### src/rtl/bsg_manycore_event_profiler.sv
// Per-tile event profiler: counts cycles and event strobes from unfreeze to finish, then dumps one record per counter.
// Latency: counters update on the sampling edge; the first record is valid the cycle after finish is sampled.
// Backpressure: valid/yumi dump; a record holds on data_o until yumi_i, one record per cycle under back-to-back yumi.
module bsg_manycore_event_profiler #(
  parameter int num_events_p    = 8,
  parameter int counter_width_p = 32,
  parameter int saturate_p      = 1,
  parameter int x_cord_width_p  = 4,
  parameter int y_cord_width_p  = 4,
  localparam int idx_w_lp  = $clog2(num_events_p + 1),
  localparam int data_w_lp = x_cord_width_p + y_cord_width_p + idx_w_lp + counter_width_p
) (
  input  logic                      clk_i,
  input  logic                      reset_n_i,
  input  logic                      freeze_i,
  input  logic                      finish_i,
  input  logic [num_events_p-1:0]   events_i,
  input  logic [x_cord_width_p-1:0] x_id_i,
  input  logic [y_cord_width_p-1:0] y_id_i,
  output logic                      v_o,
  output logic [data_w_lp-1:0]      data_o,
  input  logic                      yumi_i,
  output logic [1:0]                state_o,
  output logic [num_events_p:0]     overflow_o
);

  localparam logic [1:0] IDLE  = 2'b00;
  localparam logic [1:0] COUNT = 2'b01;
  localparam logic [1:0] DUMP  = 2'b10;
  localparam logic [1:0] DONE  = 2'b11;

  logic [1:0]                                    state_q, state_d;
  logic                                          freeze_r_q;
  logic [num_events_p:0][counter_width_p-1:0]    cnt_q, cnt_d;
  logic [num_events_p:0]                         ovf_q, ovf_d;
  logic [idx_w_lp-1:0]                           idx_q, idx_d;

  logic                  unfreeze;
  logic                  last_rec;
  logic [num_events_p:0] inc;

  // Slot 0 is the cycle counter, which increments on every unpaused cycle.
  assign inc      = {events_i, 1'b1};
  assign unfreeze = freeze_r_q & ~freeze_i;
  assign last_rec = (idx_q == idx_w_lp'(num_events_p));

  // Next-state, counter and dump-index logic.
  always_comb begin
    state_d = state_q;
    cnt_d   = cnt_q;
    ovf_d   = ovf_q;
    idx_d   = idx_q;
    case (state_q)
      IDLE, DONE: begin
        // A fresh run always starts from zeroed counters and overflow flags.
        if (unfreeze) begin
          state_d = COUNT;
          cnt_d   = '0;
          ovf_d   = '0;
        end
      end
      COUNT: begin
        // Re-freeze pauses counting without clearing; the finish cycle itself still counts.
        if (!freeze_i) begin
          for (int j = 0; j <= num_events_p; j++) begin
            if (inc[j]) begin
              if (&cnt_q[j]) begin
                ovf_d[j] = 1'b1;
                cnt_d[j] = (saturate_p != 0) ? cnt_q[j] : '0;
              end else begin
                cnt_d[j] = cnt_q[j] + counter_width_p'(1);
              end
            end
          end
        end
        if (finish_i) begin
          state_d = DUMP;
          idx_d   = '0;
        end
      end
      DUMP: begin
        if (yumi_i) begin
          if (last_rec) begin
            state_d = DONE;
            idx_d   = '0;
          end else begin
            idx_d = idx_q + idx_w_lp'(1);
          end
        end
      end
      default: begin
      end
    endcase
  end

  // State registers; reset aborts any run, including one mid-dump.
  always_ff @(posedge clk_i or negedge reset_n_i) begin
    if (!reset_n_i) begin
      state_q    <= IDLE;
      freeze_r_q <= 1'b1;
      cnt_q      <= '0;
      ovf_q      <= '0;
      idx_q      <= '0;
    end else begin
      state_q    <= state_d;
      freeze_r_q <= freeze_i;
      cnt_q      <= cnt_d;
      ovf_q      <= ovf_d;
      idx_q      <= idx_d;
    end
  end

  assign v_o        = (state_q == DUMP);
  assign data_o     = v_o ? {x_id_i, y_id_i, idx_q, cnt_q[idx_q]} : '0;
  assign state_o    = state_q;
  assign overflow_o = ovf_q;

  // The consumer may only take a record that is actually offered.
  yumi_only_when_valid: assert property (@(posedge clk_i) disable iff (!reset_n_i) yumi_i |-> v_o)
    else $error("yumi_i asserted while v_o is low");

endmodule

### config.mk
export PLATFORM = sky130hd
export DESIGN_NAME = bsg_manycore_event_profiler
export DESIGN_NICKNAME = d
export VERILOG_FILES = /design/src/rtl/bsg_manycore_event_profiler.sv
export SDC_FILE = /design/constraint.sdc
export NUM_CORES = 1
export LEC_CHECK = 0
export ABC_AREA = 1
export BUFFER_PORTS_ARGS = -buffer_cell sky130_fd_sc_hd__buf_2
export CAP_MARGIN = 20
export CORE_MARGIN = 8
export CORE_UTILIZATION = 30
export CTS_BUF_LIST = sky130_fd_sc_hd__clkbuf_8
export DETAILED_ROUTE_END_ITERATION = 12
export PLACE_DENSITY = 0.43
export SYNTH_ARGS = -nofsm -noshare
export SYNTH_HDL_FRONTEND = slang
export SYNTH_SLANG_ARGS = --single-unit
### constraint.sdc
create_clock -name clk_i -period 2 [get_ports clk_i]
set_input_delay 0.1 -clock clk_i [delete_from_list [all_inputs] [get_ports clk_i]]
set_output_delay 0.1 -clock clk_i [all_outputs]
set_load 0.05 [all_outputs]
---- Yosys cells after proc, flatten, opt, wreduce, memory -nomap -nowiden ----
Index checks and enable logic that the tools add are counted.
cells by class
  $lt $le $gt $ge ......................... 1
  equality and inequality tests ........... 35
  bitwise gates (word level) .............. 2
  reduce and logical (&&, ||, !) cells .... 33
  mux-type cells .......................... 52
  add/sub/neg operators ................... 10
operators with widths
  cell                     number
  $mux W288                2
  $mux W32                 18
  $pmux W288 S2            1
  $add A32 B1 Y32 const B  9
  $reduce_and A32 Y1       9
  $bmux W32 S4             1
  $reduce_and A5 Y1        16
  $ne A2 B2 Y1 const B     29
  $mux W44                 1
  $mux W9                  2
  $pmux W9 S2              1
  $mux W1                  17
  $mux W4                  3
  $reduce_and A4 Y1        3
  $mux W2                  4
  $pmux W4 S2              1
  $pmux W2 S3              1
  $lt A4 B5 Y1 const B     1
  $add A4 B1 Y4 const B    1
  $eq A2 B2 Y1 const B     2
  $eq A4 B4 Y1 const B     1
  $ne A2 B1 Y1 const B     2
  $reduce_bool A2 Y1       2
  $reduce_and A3 Y1        1
  5 further kinds          5
word-level totals
  logic and storage cells ................. 154
  output and inout bits ................... 56
  bits of input ports ..................... 21
  bits in registers ....................... 304

---- Depth between registers and ports, before layout ----
  word-level depth ........................ 5
  gate-level depth with buffers ........... 13
  mapped depth without buffers ............ 13

---- Least setup slack after synthesis ----
OpenSTA, ideal clock, no wires.
  path type ............................... reg2out
  from .................................... register state_q[1], in the netlist state_o[1]
  to ...................................... output data_o[10]
  cell stages (with the launch flop) ...... 6
  setup slack ............................. -822 ps
  required time ........................... 1900 ps
  path buffers ............................ 2
  arrival time ............................ 2722 ps
  path through ............................ dfrtp_1 > ha_1 > clkbuf_1 > clkinv_1 > clkbuf_1 > a21oi_1
between the ends
  longest elaborated chain between the ends .. 2
ends and longest elaborated chain
  what                      RTL line  RTL
  start: declaration        32        logic [1:0] state_q, state_d;
  start signal: assignment  105       state_q <= state_d;
  $eq A2 B2 Y1              113       assign v_o = (state_q == DUMP);
  via v_o                   20        output logic v_o,
  $mux W44                  114       assign data_o = v_o ? {x_id_i, y_id_i, idx_q, cnt_q[idx_q]} : '0;
  end: declaration          21        output logic [data_w_lp-1:0] data_o,
The timed path passes the listed nets, and every way through them passes these cells.

---- Final worst setup path ----
  from .................................... register idx_q[0]
  to ...................................... output data_o[10]
between the ends
  longest elaborated chain between the ends .. 3
ends and longest elaborated chain
  what                            RTL line  RTL
  start: declaration              36        logic [idx_w_lp-1:0] idx_q, idx_d;
  start signal: assignment        109       idx_q <= idx_d;
  $bmux W32 S4                    114
  $mux W32 (implied by the code)  114
  $mux W44                        114
Every way passes these cells. The select of a mux whose other input is x is not followed.

==> impl_metrics.json <==
{
  "outcome": "complete, but fails checks",
  "violations": "negative setup slack",
  "synth_cell_types": 40,
  "antenna_found_initial": 2,
  "gp_congestion": 0.914,
  "syn_avg_cell_area_sq_um": 6.08,
  "clock.fmax_mhz": 384,
  "hold_path_class": "input port to register",
  "dpl_cell_area_sq_mm": 0.0277,
  "vias": 26500,
  "layout.nets": 4273,
  "pre_cts_ws_ns": -0.199,
  "die_y_um": 295,
  "core_area_sq_mm": 0.0772,
  "ys_seq_area_share_pct": 32.6,
  "ir_drop_mv": 0.652,
  "fin_crit_ns": 2.61,
  "max_slew_margin_pct": 67.4,
  "cts_root_buf": "clkbuf_8",
  "drc_errors": 0,
  "crit_top_cell": "buf_6",
  "cts_sinks": 304,
  "syn_inst": 3834,
  "grt_pass1_wl_mm": 155,
  "clk-insertion-delay-late_ns": 0.67,
  "setup_viol": 298,
  "initial_core_util_pct": 30.2,
  "ant_nets": 0,
  "worstPathArrival_ns": 2.51,
  "grt_max_degree": 52,
  "portBuffers": 76,
  "first_iter_violations": 2236,
  "ys_ff_latch": 304,
  "ys_warn_count": 0,
  "cts_made_buffers": 68,
  "clk_path_buf_depth": 3,
  "stdcell_area_sq_mm": 0.0317,
  "multi_input_area_sq_mm": 0.0151,
  "cts_tree": "yes",
  "first_global_vias": 24900,
  "rsz0062_at_grt": "true",
  "area_growth_pct": 36.0,
  "mappedNetlistArea_sq_mm": 0.0233,
  "slowest_stage": "dfrtp_4",
  "finalPower_uw": 33300,
  "die_w_um": 295,
  "cp-end-kind": "output pin",
  "wl_mm": 107,
  "worstPathRequired_ns": 1.90,
  "die_area_sq_mm": 0.0869,
  "powerDensity_mw_per_mm2": 1050,
  "p_leak_uw": 0.0133,
  "io_pins": 77,
  "place_hpwl_mm": 79.1,
  "wl_per_cell_um": 20.1,
  "worstSetupPathType": "register to output pin",
  "critPathLaunchType": "register",
  "fin_crit_sh_pct": 130,
  "worstMarginPinSlew_ns": 0.488,
  "drive_gt1_share_pct": 21.1,
  "viasPerCell": 4.98,
  "setup_slack_ns": -0.605,
  "crit_path_max_incr_delay_ns": 0.48,
  "drv_cap": 0,
  "drv_slew": 0,
  "htreeDepth": 3,
  "skew_ns": 0.0337,
  "worstPathCellList": "buf_6, clkbuf_16, a21oi_1, o21ai_0, nand3_1, nand3_2, a21oi_4, buf_6",
  "nFillCells": 8296,
  "final-hold-violation-count": 0,
  "seq_area_sq_mm": 0.00762,
  "crit_fanout": 18,
  "clk_pin_slew_ns": 0.06,
  "drt_first_pass_iters": 6,
  "hold_ws_ns": 0.0945,
  "rows": 102,
  "syn_nets": 3869,
  "overflow": 0,
  "track_usage_pct": 23.3,
  "finalSetupTns_ns": -30.84
}
## per-layer routing
| metal | up-vias | wire [um] | track usage (%) |
|---|---|---|---|
| met3 | 167 | 6220 | 3.89 |
| li1 | 13300 | - | - |
| met1 | 12400 | 49400 | 32.1 |
| met2 | 715 | 47400 | 36.7 |
| met5 | - | 0 | 0 |
| met4 | 0 | 3870 | 7.72 |
## worst paths after layout
path                                from             to  slack, ns  cells after the start
max in group asynchronous      reset_n_i     cnt_q[250]       1.55                      3
setup / recovery                idx_q[0]     data_o[10]      -0.61                      8
min in group asynchronous      reset_n_i      cnt_q[15]       0.13                      3
setup reg to reg              state_o[1]     cnt_q[143]      -0.16                     13
hold reg to reg            overflow_o[4]  overflow_o[4]       0.51                      2
hold / removal                  finish_i       idx_q[1]       0.09                      6
## critical path, delay by kind of cell, from the launching register on
kind                   cells  cell delay, ns
buffers and inverters      3            0.52
DFF                        1            0.48
and+or+nand+nor            2            0.42
AOI/OAI and AO/OA          3            0.40
## cell usage in the layout, fill, tap and decap left out, drive strengths merged
cell type	n
a21o	8
a21oi	165
a31o	1
and2	10
and3	2
buf	437
bufbuf	1
bufinv	2
clkbuf	108
clkinv	10
clkinvlp	3
dfrtp	303
dfstp	1
diode	1
dlygate4sd3	9
ha	14
inv	384
nand2	1311
nand3	487
nand3b	9
nand4	51
nor2	496
nor3	10
nor3b	1
nor4	1
o211ai	33
o21ai	357
o21bai	35
o22ai	1
or2	17
xor2	18
## registers in the layout (all words and copies together), names as in the netlist
register / cells
idx_q: 4
overflow_o: 9
state_o: 2
freeze_r_q: 1
cnt_q: 288
## Yosys cell counts (all sizes together)
| master | n | share of area, % |
|---|---|---|
| xor2 | 18 | 0.68 |
| a21o | 8 | 0.26 |
| o21bai | 35 | 1.1 |
| a21oi | 165 | 3.7 |
| o22ai | 1 | 0.027 |
| a31o | 1 | 0.038 |
| buf | 84 | 2.3 |
| inv | 365 | 5.9 |
| and2 | 10 | 0.27 |
| clkinv | 3 | 0.048 |
| nor3 | 10 | 0.21 |
| and3 | 2 | 0.054 |
| o21ai | 357 | 7.7 |
| nand2 | 1310 | 21 |
| o211ai | 33 | 1.1 |
| nor4 | 1 | 0.054 |
| dfrtp | 303 | 33 |
| nand4 | 51 | 1.4 |
| clkbuf | 53 | 0.87 |
| nor2 | 495 | 8.6 |
| or2 | 17 | 0.46 |
| nor3b | 1 | 0.032 |
| nand3 | 487 | 10 |
| nand3b | 9 | 0.29 |
| dfstp | 1 | 0.11 |
| ha | 14 | 0.75 |
## cells by family (layout without fill, tap and decap cells)
logic type               Yosys count  in the layout  share of synthesized area, %
XOR/XNOR                          18             18                         0.676
AND/OR/NAND/NOR                 2393           2395                          43.0
AO/OA/AOI/OAI                    600            600                          13.8
flip-flops                       304            304                          32.6
buffers and inverters            505            954                          9.05
adder cells (fa/ha/maj)           14             14                         0.751
other                              0              1                             0
## through the flow
stage                     std cells  utilization [%]
final                          5326             41.1
after detailed placement       5140             35.8
after global placement         5140             35.8
after floorplan                3834                -
after CTS                      5286             39.1
after global routing           5326             41.1
## final cells by class
class	instances	area share (%)
Multi-Input combinational cell	3027	47.6
Sequential cell	304	24.0
Timing Repair Buffer	469	15.5
Inverter	368	4.42
Tap cell	1040	4.10
Clock buffer	86	3.73
Clock inverter	31	0.616
Antenna cell	1	0.00789
## power by group
group	total (uW)	internal (uW)	switching (uW)
sequential	6620	6410	214
clock	7450	4110	3350
combinational	19300	7530	11700
## timing repair
action	4_1_cts	5_1_grt
hold endpoints to repair	321	0
gates cloned	5	31
setup endpoints to repair	245	346
setup buffers	15	14
gates resized for setup	284	305
hold buffers	10	0
pin swaps	36	65
(Power assumes the default switching activity.)
